**config.mk**
```make
export PLATFORM = sky130hd
export DESIGN_NAME = scan_cmd_assembler_flat
export DESIGN_NICKNAME = d
export VERILOG_FILES = /design/src/rtl/scumv_asc_pkg.sv /design/src/rtl/scan_cmd_assembler_if.sv /design/src/rtl/scan_cmd_assembler.sv /design/src/flat_wrapper.sv
export SDC_FILE = /design/constraint.sdc
export NUM_CORES = 1
export LEC_CHECK = 0
export ABC_AREA = 1
export CAP_MARGIN = 15
export CORE_MARGIN = 3
export CORE_UTILIZATION = 50
export CTS_CLUSTER_DIAMETER = 100
export DETAILED_ROUTE_END_ITERATION = 10
export GPL_ROUTABILITY_DRIVEN = 0
export PLACE_DENSITY = 0.8
export SYNTH_ARGS = -nofsm -noshare
export SYNTH_HDL_FRONTEND = slang
export SYNTH_SLANG_ARGS = --single-unit
```
**constraint.sdc**
```tcl
create_clock -name clk -period 2.18 [get_ports clk]
set_input_delay 0.327 -clock clk [delete_from_list [all_inputs] [get_ports clk]]
set_output_delay 0.327 -clock clk [all_outputs]
set_load 0.01 [all_outputs]
```
**src/rtl/scumv_asc_pkg.sv**
```systemverilog
// Shared ASC definitions: status codes, framer state enum
// and the frame-length helper used by framer and shifter.
package scumv_asc_pkg;

  localparam logic [7:0] ASC_ACK = 8'h06;
  localparam logic [7:0] ASC_NAK = 8'h15;

  typedef enum logic [1:0] {
    ST_COLLECT,
    ST_ISSUE,
    ST_RESP
  } asc_state_e;

  function automatic int cmd_bytes(
    input int addr_bits,
    input int payload_bits
  );
    return (addr_bits + payload_bits + 7) / 8;
  endfunction

endpackage

```
**src/rtl/scan_cmd_assembler_if.sv**
```systemverilog
// Byte in, command out and status out streams of the ASC framer.
// slave: framer side; master: UART handler / shifter side.
interface scan_cmd_assembler_if #(
  parameter int ADDR_BITS    = 12,
  parameter int PAYLOAD_BITS = 160
);
  logic                    data_valid;
  logic                    data_ready;
  logic [7:0]              data_in;
  logic                    cmd_valid;
  logic                    cmd_ready;
  logic [ADDR_BITS-1:0]    cmd_addr;
  logic [PAYLOAD_BITS-1:0] cmd_payload;
  logic                    response_valid;
  logic                    response_ready;
  logic [7:0]              response_data;
  logic                    busy;

  modport slave (
    input  data_valid, data_in,
    input  cmd_ready, response_ready,
    output data_ready,
    output cmd_valid, cmd_addr, cmd_payload,
    output response_valid, response_data,
    output busy
  );

  modport master (
    output data_valid, data_in,
    output cmd_ready, response_ready,
    input  data_ready,
    input  cmd_valid, cmd_addr, cmd_payload,
    input  response_valid, response_data,
    input  busy
  );
endinterface

```
**src/rtl/scan_cmd_assembler.sv**
```systemverilog
// Frames CMD_BYTES little-endian bytes into an addr+payload command,
// answers ACK per command or NAK after an inter-byte timeout.
// Ports: clk, reset (async active-low), bus (slave modport).
module scan_cmd_assembler
  import scumv_asc_pkg::*;
#(
  parameter int ADDR_BITS    = 12,
  parameter int PAYLOAD_BITS = 160,
  parameter int TIMEOUT_CLKS = 10_000_000
) (
  input logic                 clk,
  input logic                 reset,
  scan_cmd_assembler_if.slave bus
);

  localparam int CMD_BYTES  = cmd_bytes(ADDR_BITS, PAYLOAD_BITS);
  localparam int FRAME_BITS = ADDR_BITS + PAYLOAD_BITS;
  localparam int CW         = $clog2(CMD_BYTES);
  localparam int IW         = $clog2(TIMEOUT_CLKS);

  localparam logic [CW-1:0] LAST_BYTE = CW'(CMD_BYTES - 1);
  localparam logic [IW-1:0] IDLE_MAX  = IW'(TIMEOUT_CLKS - 1);

  asc_state_e            state_q, state_d;
  logic [CW-1:0]         cnt_q, cnt_d;
  logic [IW-1:0]         idle_q, idle_d;
  logic [FRAME_BITS-1:0] frame_q, frame_d;
  logic                  rdy_q, rdy_d;
  logic                  cv_q, cv_d;
  logic                  rv_q, rv_d;
  logic [7:0]            rsp_q, rsp_d;
  logic                  take;

  assign take = bus.data_valid && rdy_q;

  always_ff @(posedge clk or negedge reset) begin
    if (!reset) begin
      state_q <= ST_COLLECT;
      cnt_q   <= '0;
      idle_q  <= '0;
      frame_q <= '0;
      rdy_q   <= 1'b0;
      cv_q    <= 1'b0;
      rv_q    <= 1'b0;
      rsp_q   <= '0;
    end else begin
      state_q <= state_d;
      cnt_q   <= cnt_d;
      idle_q  <= idle_d;
      frame_q <= frame_d;
      rdy_q   <= rdy_d;
      cv_q    <= cv_d;
      rv_q    <= rv_d;
      rsp_q   <= rsp_d;
    end
  end

  always_comb begin
    state_d = state_q;
    cnt_d   = cnt_q;
    idle_d  = idle_q;
    frame_d = frame_q;
    rsp_d   = rsp_q;
    unique case (state_q)
      ST_COLLECT: begin
        if (take) begin
          // Pad bits of the last byte have no storage.
          for (int b = 0; b < FRAME_BITS; b++) begin
            if ((b >> 3) == int'(cnt_q)) begin
              frame_d[b] = bus.data_in[b[2:0]];
            end
          end
          idle_d = '0;
          if (cnt_q == LAST_BYTE) begin
            state_d = ST_ISSUE;
            cnt_d   = '0;
          end else begin
            cnt_d = cnt_q + 1'b1;
          end
        end else if (cnt_q != '0) begin
          if (idle_q == IDLE_MAX) begin
            state_d = ST_RESP;
            cnt_d   = '0;
            idle_d  = '0;
            rsp_d   = ASC_NAK;
          end else begin
            idle_d = idle_q + 1'b1;
          end
        end
      end
      ST_ISSUE: begin
        if (cv_q && bus.cmd_ready) begin
          state_d = ST_RESP;
          rsp_d   = ASC_ACK;
        end
      end
      ST_RESP: begin
        if (rv_q && bus.response_ready) begin
          state_d = ST_COLLECT;
        end
      end
      default: state_d = ST_COLLECT;
    endcase
    // Handshake flags track the next state so they stay registered.
    rdy_d = (state_d == ST_COLLECT);
    cv_d  = (state_d == ST_ISSUE);
    rv_d  = (state_d == ST_RESP);
  end

  assign bus.data_ready     = rdy_q;
  assign bus.cmd_valid      = cv_q;
  assign bus.cmd_addr       = frame_q[ADDR_BITS-1:0];
  assign bus.cmd_payload    = frame_q[FRAME_BITS-1:ADDR_BITS];
  assign bus.response_valid = rv_q;
  assign bus.response_data  = rsp_q;
  assign bus.busy = (state_q != ST_COLLECT) || (cnt_q != '0);

endmodule

```
**src/flat_wrapper.sv**
```systemverilog
// flat-port wrapper written by rule: the top's interface ports become plain ports
module scan_cmd_assembler_flat import scumv_asc_pkg::*;
#(
  parameter int ADDR_BITS    = 12,
  parameter int PAYLOAD_BITS = 160,
  parameter int TIMEOUT_CLKS = 10_000_000
)
  (clk, reset, bus_data_valid, bus_data_in, bus_cmd_ready, bus_response_ready, bus_data_ready, bus_cmd_valid, bus_cmd_addr, bus_cmd_payload, bus_response_valid, bus_response_data, bus_busy);
  scan_cmd_assembler_if #(.ADDR_BITS(ADDR_BITS), .PAYLOAD_BITS(PAYLOAD_BITS)) bus_i ();
  input logic clk;
  input logic reset;
  input wire logic [$bits(bus_i.data_valid)-1:0] bus_data_valid;
  input wire logic [$bits(bus_i.data_in)-1:0] bus_data_in;
  input wire logic [$bits(bus_i.cmd_ready)-1:0] bus_cmd_ready;
  input wire logic [$bits(bus_i.response_ready)-1:0] bus_response_ready;
  output wire logic [$bits(bus_i.data_ready)-1:0] bus_data_ready;
  output wire logic [$bits(bus_i.cmd_valid)-1:0] bus_cmd_valid;
  output wire logic [$bits(bus_i.cmd_addr)-1:0] bus_cmd_addr;
  output wire logic [$bits(bus_i.cmd_payload)-1:0] bus_cmd_payload;
  output wire logic [$bits(bus_i.response_valid)-1:0] bus_response_valid;
  output wire logic [$bits(bus_i.response_data)-1:0] bus_response_data;
  output wire logic [$bits(bus_i.busy)-1:0] bus_busy;
  assign bus_i.data_valid = bus_data_valid;
  assign bus_i.data_in = bus_data_in;
  assign bus_i.cmd_ready = bus_cmd_ready;
  assign bus_i.response_ready = bus_response_ready;
  assign bus_data_ready = bus_i.data_ready;
  assign bus_cmd_valid = bus_i.cmd_valid;
  assign bus_cmd_addr = bus_i.cmd_addr;
  assign bus_cmd_payload = bus_i.cmd_payload;
  assign bus_response_valid = bus_i.response_valid;
  assign bus_response_data = bus_i.response_data;
  assign bus_busy = bus_i.busy;
  scan_cmd_assembler #(.ADDR_BITS(ADDR_BITS), .PAYLOAD_BITS(PAYLOAD_BITS), .TIMEOUT_CLKS(TIMEOUT_CLKS)) u_core (.clk(clk), .reset(reset), .bus(bus_i));
endmodule
```
Word-level counts from Yosys, hierarchy flattened:

Cells that the tools add are included.

* add/subtract/negate cells: 2
* equal/unequal tests: 31
* mux-type cells: 19
* reduce and logical (&&, ||, !) cells: 37

Operators with widths (number)
* 2-to-1 mux 24 bit: 3
* equality test 5 bit, first input constant: 14
* AND reduction 3 bit: 23
* 2-to-1 mux 8 bit: 4
* adder 24 x 1 -> 24 bit, second input constant: 1
* equality test 24 bit, second input constant: 1
* equality test 4 x 5 -> 1 bit, first input constant: 4
* 2-to-1 mux 5 bit: 4
* one-hot mux 8 bit (2 select lines): 1
* 2-to-1 mux 2 bit: 6
* equality test 3 x 5 -> 1 bit, first input constant: 2
* nonzero test 2 bit: 4
* != test 2 x 1 -> 1 bit, second input constant: 3
* one-hot mux 2 bit (3 select lines): 1
* adder 5 x 1 -> 5 bit, second input constant: 1
* equality test 2 x 5 -> 1 bit, first input constant: 1
* equality test 5 bit, second input constant: 1
* zero test 5 bit: 1
* AND reduction 5 bit: 1
* nonzero test 5 bit: 1
* equality test 2 x 1 -> 1 bit, second input constant: 2
* equality test 2 bit, second input constant: 2
* zero test 2 bit: 2
* logical AND 1 bit: 3
* other kinds (3): 3

* bits in registers: 214
* input bits: 13
* output and inout bits: 184
* word-level logic and storage cells: 118

Depth between registers and ports, before layout:

Gate-level depths: netlist of the first run.

* depth in word-level cells: 6
* mapped depth: 13
* mapped depth without buffers: 13

Worst setup path before layout of the first run:

No wires, ideal clock.

* path kind: reg2reg
* start: register u_core.cnt_q[0]
* end: register u_core.idle_q[10]
* library setup time: 71 ps
* data arrival time: 1582 ps
* required time: 2109 ps
* setup slack: 527 ps
* stages on the path, launching flop included: 12
* path buffers: 1
* period minus slack after synthesis: 1653 ps
* cells stage by stage: dfrtp_1 > inv_1 > ha_1 > inv_1 > nor2_2 > nand2_1 > nand2_1 > nand2_2 > nand2_1 > buf_2 > nand2_1 > nor2_1

* cells in the longest elaborated chain, start to end: 3

Ends and longest elaborated chain
* start: declaration: line scan_cmd_assembler.sv:25 `logic [CW-1:0] cnt_q, cnt_d;`
* start signal: assignment: line scan_cmd_assembler.sv:48 `cnt_q <= cnt_d;`
* nonzero test 5 bit: line scan_cmd_assembler.sv:80 `end else if (cnt_q != '0) begin`
* nonzero test 2 bit (no source line)
* AND reduction 2 bit (no source line)
* end signal: assignment: line scan_cmd_assembler.sv:49 `idle_q <= idle_d;`
* end: declaration: line scan_cmd_assembler.sv:26 `logic [IW-1:0] idle_q, idle_d;`

No other way between the ends.
A chain may end at the register's enable or synchronous reset.

Final worst setup path of the first run:

* start: register u_core.cnt_q[1]
* end: output port bus_busy

* cells in the longest elaborated chain, start to end: 2

Ends and longest elaborated chain
* nonzero test 5 bit: line scan_cmd_assembler.sv:116 `assign bus.busy = (state_q != ST_COLLECT) || (cnt_q != '0);`
* logical OR 1 bit: line scan_cmd_assembler.sv:116
* end: declaration: line flat_wrapper.sv:22 `output wire logic [$bits(bus_i.busy)-1:0] bus_busy;`

No other way between the ends.

==> summary.txt, run 1 <==
outcome - finished, final reports clean
initial antenna violation count - 0
FF-to-FF path depth - 7
P per Cell Area - 1030 nW/um^2
sequential share of power - 42.5%
die footprint - 18,600 um^2
row count - 47
Clock Skews - 0.0115 ns
CTS Sinks - 209
CTS tree - done
pre-CTS setup slack - 0.0926 ns
Yosys cell types - 29
CP arrival - 1.72 ns
drt via density - 5.20
commonest non-fill, non-tap cell in the layout - nand2_1
startpoint types - flop
# setup viols final - 0
HP Class - input pin to asynchronous set/reset pin
Starting Density - 51.3%
Compound-Gate Fraction of Synth Area - 11.0%
first-pass GRT wire length - 36,900 um
Mapped Area - 8500 um^2
Overall Global Routing Usage - 25.1%
f_max - 489 MHz
peak supply drop - 0.000815 V
final worst path period need - 2.05 ns
CP max stage cell - dfrtp_1
Residual DRC - 0
clock latency at the later pin of the worst-skew pair - 0.50 ns
total power - 11.9 mW
simple-gate share of the synthesized area - 20.5%
leakage - 5.25 nW
Max Root-Sink Buffers - 3
combinational power share - 27.5%
antenna-violating nets left - 0
Final Net Count - 1,160
I/O Pins - 197
Area Overhead vs Synth - 35.9%
MaxCap Viol Count - 0
Max Slew Vio Count - 0
Fin. Hold Viols - 0
relative slew slack - 61.5%
flops & latches, synth - 209
switching pwr - 3.52 mW
root buffer cell - clkbuf_16
worst-path cell chain - inv_1 -> ha_2 -> inv_1 -> nor2_2 -> nand2_2 -> inv_1 -> nand2_1 -> buf_2
setup slack, reg-to-reg - 0.30 ns
Post-Synth Adder-Cell Area - 0.883%
Critical Path RT - 1.85 ns
Worst-Margin Slew - 0.578 ns
Placed Area - 10,800 um^2
Core Footprint - 16,600 um^2
TritonCTS buffer count - 22
number of DRC markers in iteration 0 - 590
DPL Wire Length - 15,600 um
First-pass DRT Iterations - 5
largest net degree at the start of global routing - 71
largest family of logic cells by synthesized area - simple AND/OR/NAND/NOR gates
final worst-path cycle share - 93.9%
worst reg2reg endpoint - u_core.frame_q[127]
Buffers on Ports - 192
most used cell, CP - inv_1
leading cell types in the layout, fill and taps excluded - nand2_1 (259), dfrtp_1 (209), clkdlybuf4s50_1 (190), o21ai_0 (163), nor2_1 (74)
vias - 7,160
multiplexer share of the synthesized area - 0%
reg2reg start - u_core.cnt_q[0]
ANT cells - 0
Seq/Total Area, Yosys - 61.5%
H-tree depth - 1
sw frac - 29.6%
final setup TNS - 0 ns
WL final - 23,000 um
CP max stage delay - 0.39 ns
share of layout cells above drive strength 1 - 7.95%
vias in the first global route - 6,930
die width - 136 um
RSZ-0062 raised after global routing - no
delay-heaviest family, CP - flip-flops
fin area - 11,500 um^2
Syn Area/Cell - 9.14 um^2
critical path class - flop to output pin
grt ovf - 0
CP max FO - 3
Post-Synth XOR/XNOR Area - 0.824%
setup ws final - 0.133 ns
buffer and inverter count on the worst path - 4
Ys Warns - 0
Clock power frac - 30.0%
P_int - 8.37 mW
Cells after Synth - 930
Worst-path clk slew - 0.06 ns
Die H - 136 um
CP endpoint kind - output pin
wire length per cell - 16.7 um
post-layout util - 69.6%
## power groups by stage
stage          clock [mW]  sequential, mW  combinational (mW)
3_5_place_dp            0            5.09                3.23
2_1_floorplan           0            5.34                1.05
6_report             3.56            5.05                3.27
5_1_grt              3.79            5.13                3.60
4_1_cts              3.62            5.04                3.30
3_3_place_gp            0            5.09                3.15
## worst max path at each step
stage	from	end	cells after the start
6_report	u_core.cnt_q[1]	bus_busy	8
5_1_grt	u_core.cnt_q[1]	bus_busy	8
4_1_cts	u_core.cnt_q[0]	bus_busy	8
3_5_place_dp	bus_data_valid	u_core.frame_q[11]	8
3_3_place_gp	u_core.cnt_q[0]	bus_busy	8
2_1_floorplan	u_core.cnt_q[0]	u_core.idle_q[10]	11
## metrics by stage
stage | std cells | hold slack [ns]
2_1_floorplan | 933 | 0.0314
4_1_cts | 1376 | 0.425
5_1_grt | 1377 | 0.464
3_5_place_dp | 1333 | 0.379
3_3_place_gp | 1333 | 0.381
6_report | 1377 | 0.411
## what timing repair did
item,4_1_cts,5_1_grt
pin swaps,0,1
hold buffers,1,0
endpoints found under the hold margin,65,0
setup endpoints to repair,1,1
buffers inserted,2,1
resized for setup,5,2
## synth_stat cells
master	n	area, um^2
nand3b_1	1	7.51
o21bai_1	1	7.51
and2_1	1	6.26
nand2_4	1	11.3
nor2_2	2	12.5
nand4_1	15	93.8
buf_4	7	52.6
nor2_4	4	45.0
o21ai_0	163	816
buf_2	5	25.0
clkbuf_1	34	128
dfrtp_1	209	5230
nor3_1	10	50.1
nor3_4	2	32.5
inv_1	56	210
a21boi_0	2	15.0
buf_6	2	22.5
nand2_2	1	6.26
ha_1	6	75.1
conb_1	1	3.75
nor4_1	1	6.26
xnor2_1	2	17.5
xor2_1	6	52.6
nor2_1	74	278
nand2_1	260	976
nand3_1	42	210
or2_2	1	6.26
inv_2	2	7.51
a21oi_1	19	95.1
## state kept, by name, summed over array words and instances, names as in the netlist
register and flops:
u_core.frame_q 172, u_core.idle_q 24, u_core.cnt_q 5, u_core.bus.response_data 3
u_core.state_q 2, u_core.bus.cmd_valid 1, u_core.bus.data_ready 1, u_core.bus.response_valid 1
## final cells by class
class                   count  area, um^2
clock buffers              33         663
clock inverters             7        37.5
fillers                  1258        5030
inverters                  58         218
multi-input cells         618        2840
flip-flops and latches    209        5230
well taps                 220         275
repair buffers            232        2290
## metal layers
layer	global-route usage (%)	vias to the layer above	share of wire (%)
met2	40.0	260	48
met5	0	-	0
met4	8.12	0	2.8
met1	34.1	3432	42
met3	6.25	50	7.6
li1	-	3418	-
## logic make-up after synthesis
| family | count (synthesis) |
|---|---|
| AOI/OAI and AO/OA | 185 |
| xor gates and xnor gates | 8 |
| adders and majority gates | 6 |
| buffers and inverters | 106 |
| DFF | 209 |
| other | 1 |
| and+or+nand+nor | 415 |
(Power assumes the default switching activity.)
==> run 2, diff against run 1 <==
--- a/config.mk
+++ b/config.mk
@@ -7,6 +7,7 @@
 export LEC_CHECK = 0
 export ABC_AREA = 1
 export CAP_MARGIN = 15
+export CORE_ASPECT_RATIO = 0.75
 export CORE_MARGIN = 3
 export CORE_UTILIZATION = 50
 export CTS_CLUSTER_DIAMETER = 100
==> run 2 against run 1 <==
  * Sequential share of layout area decreased by 0.11 points
  * Flip-flop and latch count unchanged
  * Worst setup slack got worse by 0.048 ns
  * Clock power increased by 4%
  * Highest routed layer unchanged
  * Largest cell class unchanged
==> summary.txt, run 2 (synthesized netlist as in run 1, its figures left out) <==
relative slew slack - 63.9% (+2.5 points)
DPL Wire Length - 16,200 um (+3.8%)
startpoint types - flop
Top reg by flops - u_core.frame_q
root buffer cell - clkbuf_16
critical path class - flop to output pin
Max Slew Vio Count - 0 (unchanged)
Core Footprint - 16,300 um^2 (-1.6%)
CTS Sinks - 209 (unchanged)
final worst-path cycle share - 96.1% (+2.2 points)
RSZ-0062 raised after global routing - no
peak supply drop - 0.000805 V (-1.2%)
HP Class - input pin to asynchronous set/reset pin
Die H - 119 um (-13%)
Top Registers - u_core.frame_q (172), u_core.idle_q (24), u_core.cnt_q (5)
die footprint - 18,600 um^2 (about the same)
leading cell types in the layout, fill and taps excluded - nand2_1 (259), dfrtp_1 (209), clkdlybuf4s50_1 (190), o21ai_0 (163), nor2_1 (74)
worst-path cell chain - inv_2 -> ha_4 -> inv_1 -> nor2_2 -> nand2_2 -> inv_1 -> nand2_1 -> clkdlybuf4s15_2
share of layout cells above drive strength 1 - 7.96% (about the same)
outcome - finished, final reports clean
Clock Skews - 0.0136 ns (+0.00212 ns)
Area Overhead vs Synth - 36.2%
leakage - 5.25 nW (about the same)
CP max stage delay - 0.39 ns (about the same)
H-tree depth - 1 (unchanged)
worst reg2reg endpoint - u_core.frame_q[120]
First-pass DRT Iterations - 6 (+1)
grt ovf - 0 (unchanged)
wire length per cell - 17.6 um (+5.7%)
Overall Global Routing Usage - 26.1% (+0.96 points)
commonest non-fill, non-tap cell in the layout - nand2_1
most used cell, CP - inv_1
CP arrival - 1.77 ns (+0.05 ns)
row count - 40 (-15%)
Worst-Margin Slew - 0.541 ns (-0.0369 ns)
Fin. Hold Viols - 0 (unchanged)
setup slack, reg-to-reg - 0.26 ns (-0.04 ns)
# setup viols final - 0 (unchanged)
first-pass GRT wire length - 38,800 um (+5.2%)
largest net degree at the start of global routing - 64 (-9.9%)
clock latency at the later pin of the worst-skew pair - 0.50 ns (about the same)
I/O Pins - 197 (unchanged)
CTS tree - done
CP endpoint kind - output pin
buffer and inverter count on the worst path - 4 (unchanged)
die width - 157 um (+15%)
post-layout util - 71.0% (+1.3 points)
CP max stage cell - dfrtp_1
delay-heaviest family, CP - buffers and inverters
WL final - 24,100 um (+4.9%)
reg2reg start - u_core.cnt_q[0]
final setup TNS - 0 ns (unchanged)
max FFs per register - 172 (unchanged)
number of DRC markers in iteration 0 - 635 (+7.6%)
final worst path period need - 2.09 ns (+0.0477 ns)
Max Root-Sink Buffers - 3 (unchanged)
ANT cells - 0 (unchanged)
TritonCTS buffer count - 20 (-9.1%)
Buffers on Ports - 192 (unchanged)
Critical Path RT - 1.85 ns (about the same)
Starting Density - 52.1% (+0.84 points)
FF-to-FF path depth - 7 (unchanged)
Residual DRC - 0 (unchanged)
initial antenna violation count - 0 (unchanged)
vias - 7,302 (+2.0%)
vias in the first global route - 7,144 (+3.1%)
f_max - 477 MHz (-2.3%)
CP max FO - 3 (unchanged)
drt via density - 5.35 (+2.8%)
antenna-violating nets left - 0 (unchanged)
P per Cell Area - 1050 nW/um^2 (+1.7%)
Worst-path clk slew - 0.06 ns (about the same)
MaxCap Viol Count - 0 (unchanged)
Final Net Count - 1,162 (+0.17%)
## run 2: stage by stage
step                cells  instance area, um^2  hold slack, ns  power [mW]  setup WS [ns]
floorplan             933                 8510          0.0314        6.40          0.527
global placement     1325                10800           0.362        8.26          0.237
CTS                  1363                11500           0.403        12.1        0.00694
finish               1366                11600           0.391        12.1         0.0853
detailed placement   1325                10800           0.360        8.35          0.170
global route         1366                11600           0.420        12.8         0.0188
## run 2: what timing repair did
item,in CTS,in global routing
resized for setup,5,3
endpoints found under the setup margin,1,1
setup buffers,2,3
hold buffers,1,0
endpoints found under the hold margin,58,0
pin swaps,0,1
## run 2: final cells by class
| class | count | area (um^2) |
|---|---|---|
| sequential | 209 | 5230 |
| tap | 210 | 263 |
| multi-input combinational | 618 | 2850 |
| clock inverter | 9 | 161 |
| inverter | 58 | 218 |
| timing repair buffer | 236 | 2320 |
| clock buffer | 26 | 533 |
| fill | 1218 | 4740 |
## run 2: worst max path at each step
stage	startpoint	to	slack, ns	cells past startpoint
2_1_floorplan	u_core.cnt_q[0]	u_core.idle_q[10]	0.53	11
3_3_place_gp	u_core.cnt_q[0]	bus_busy	0.24	8
3_5_place_dp	u_core.cnt_q[0]	bus_busy	0.17	8
4_1_cts	u_core.cnt_q[0]	bus_busy	0.007	8
5_1_grt	u_core.cnt_q[0]	bus_busy	0.02	8
6_report	u_core.cnt_q[0]	bus_busy	0.09	8
## run 2: report_power, final
group	switching (mW)	internal [mW]
registers	0.468	4.59
clock network	1.49	2.21
logic	1.64	1.72
total	3.60	8.52
## run 2: routing by layer
metal	up-vias	track usage, %	part of all wire, %
li1	3427	-	-
met1	3497	37.9	44
met2	324	37.8	43
met3	54	8.72	10
met4	0	6.89	2.8
met5	-	0	0
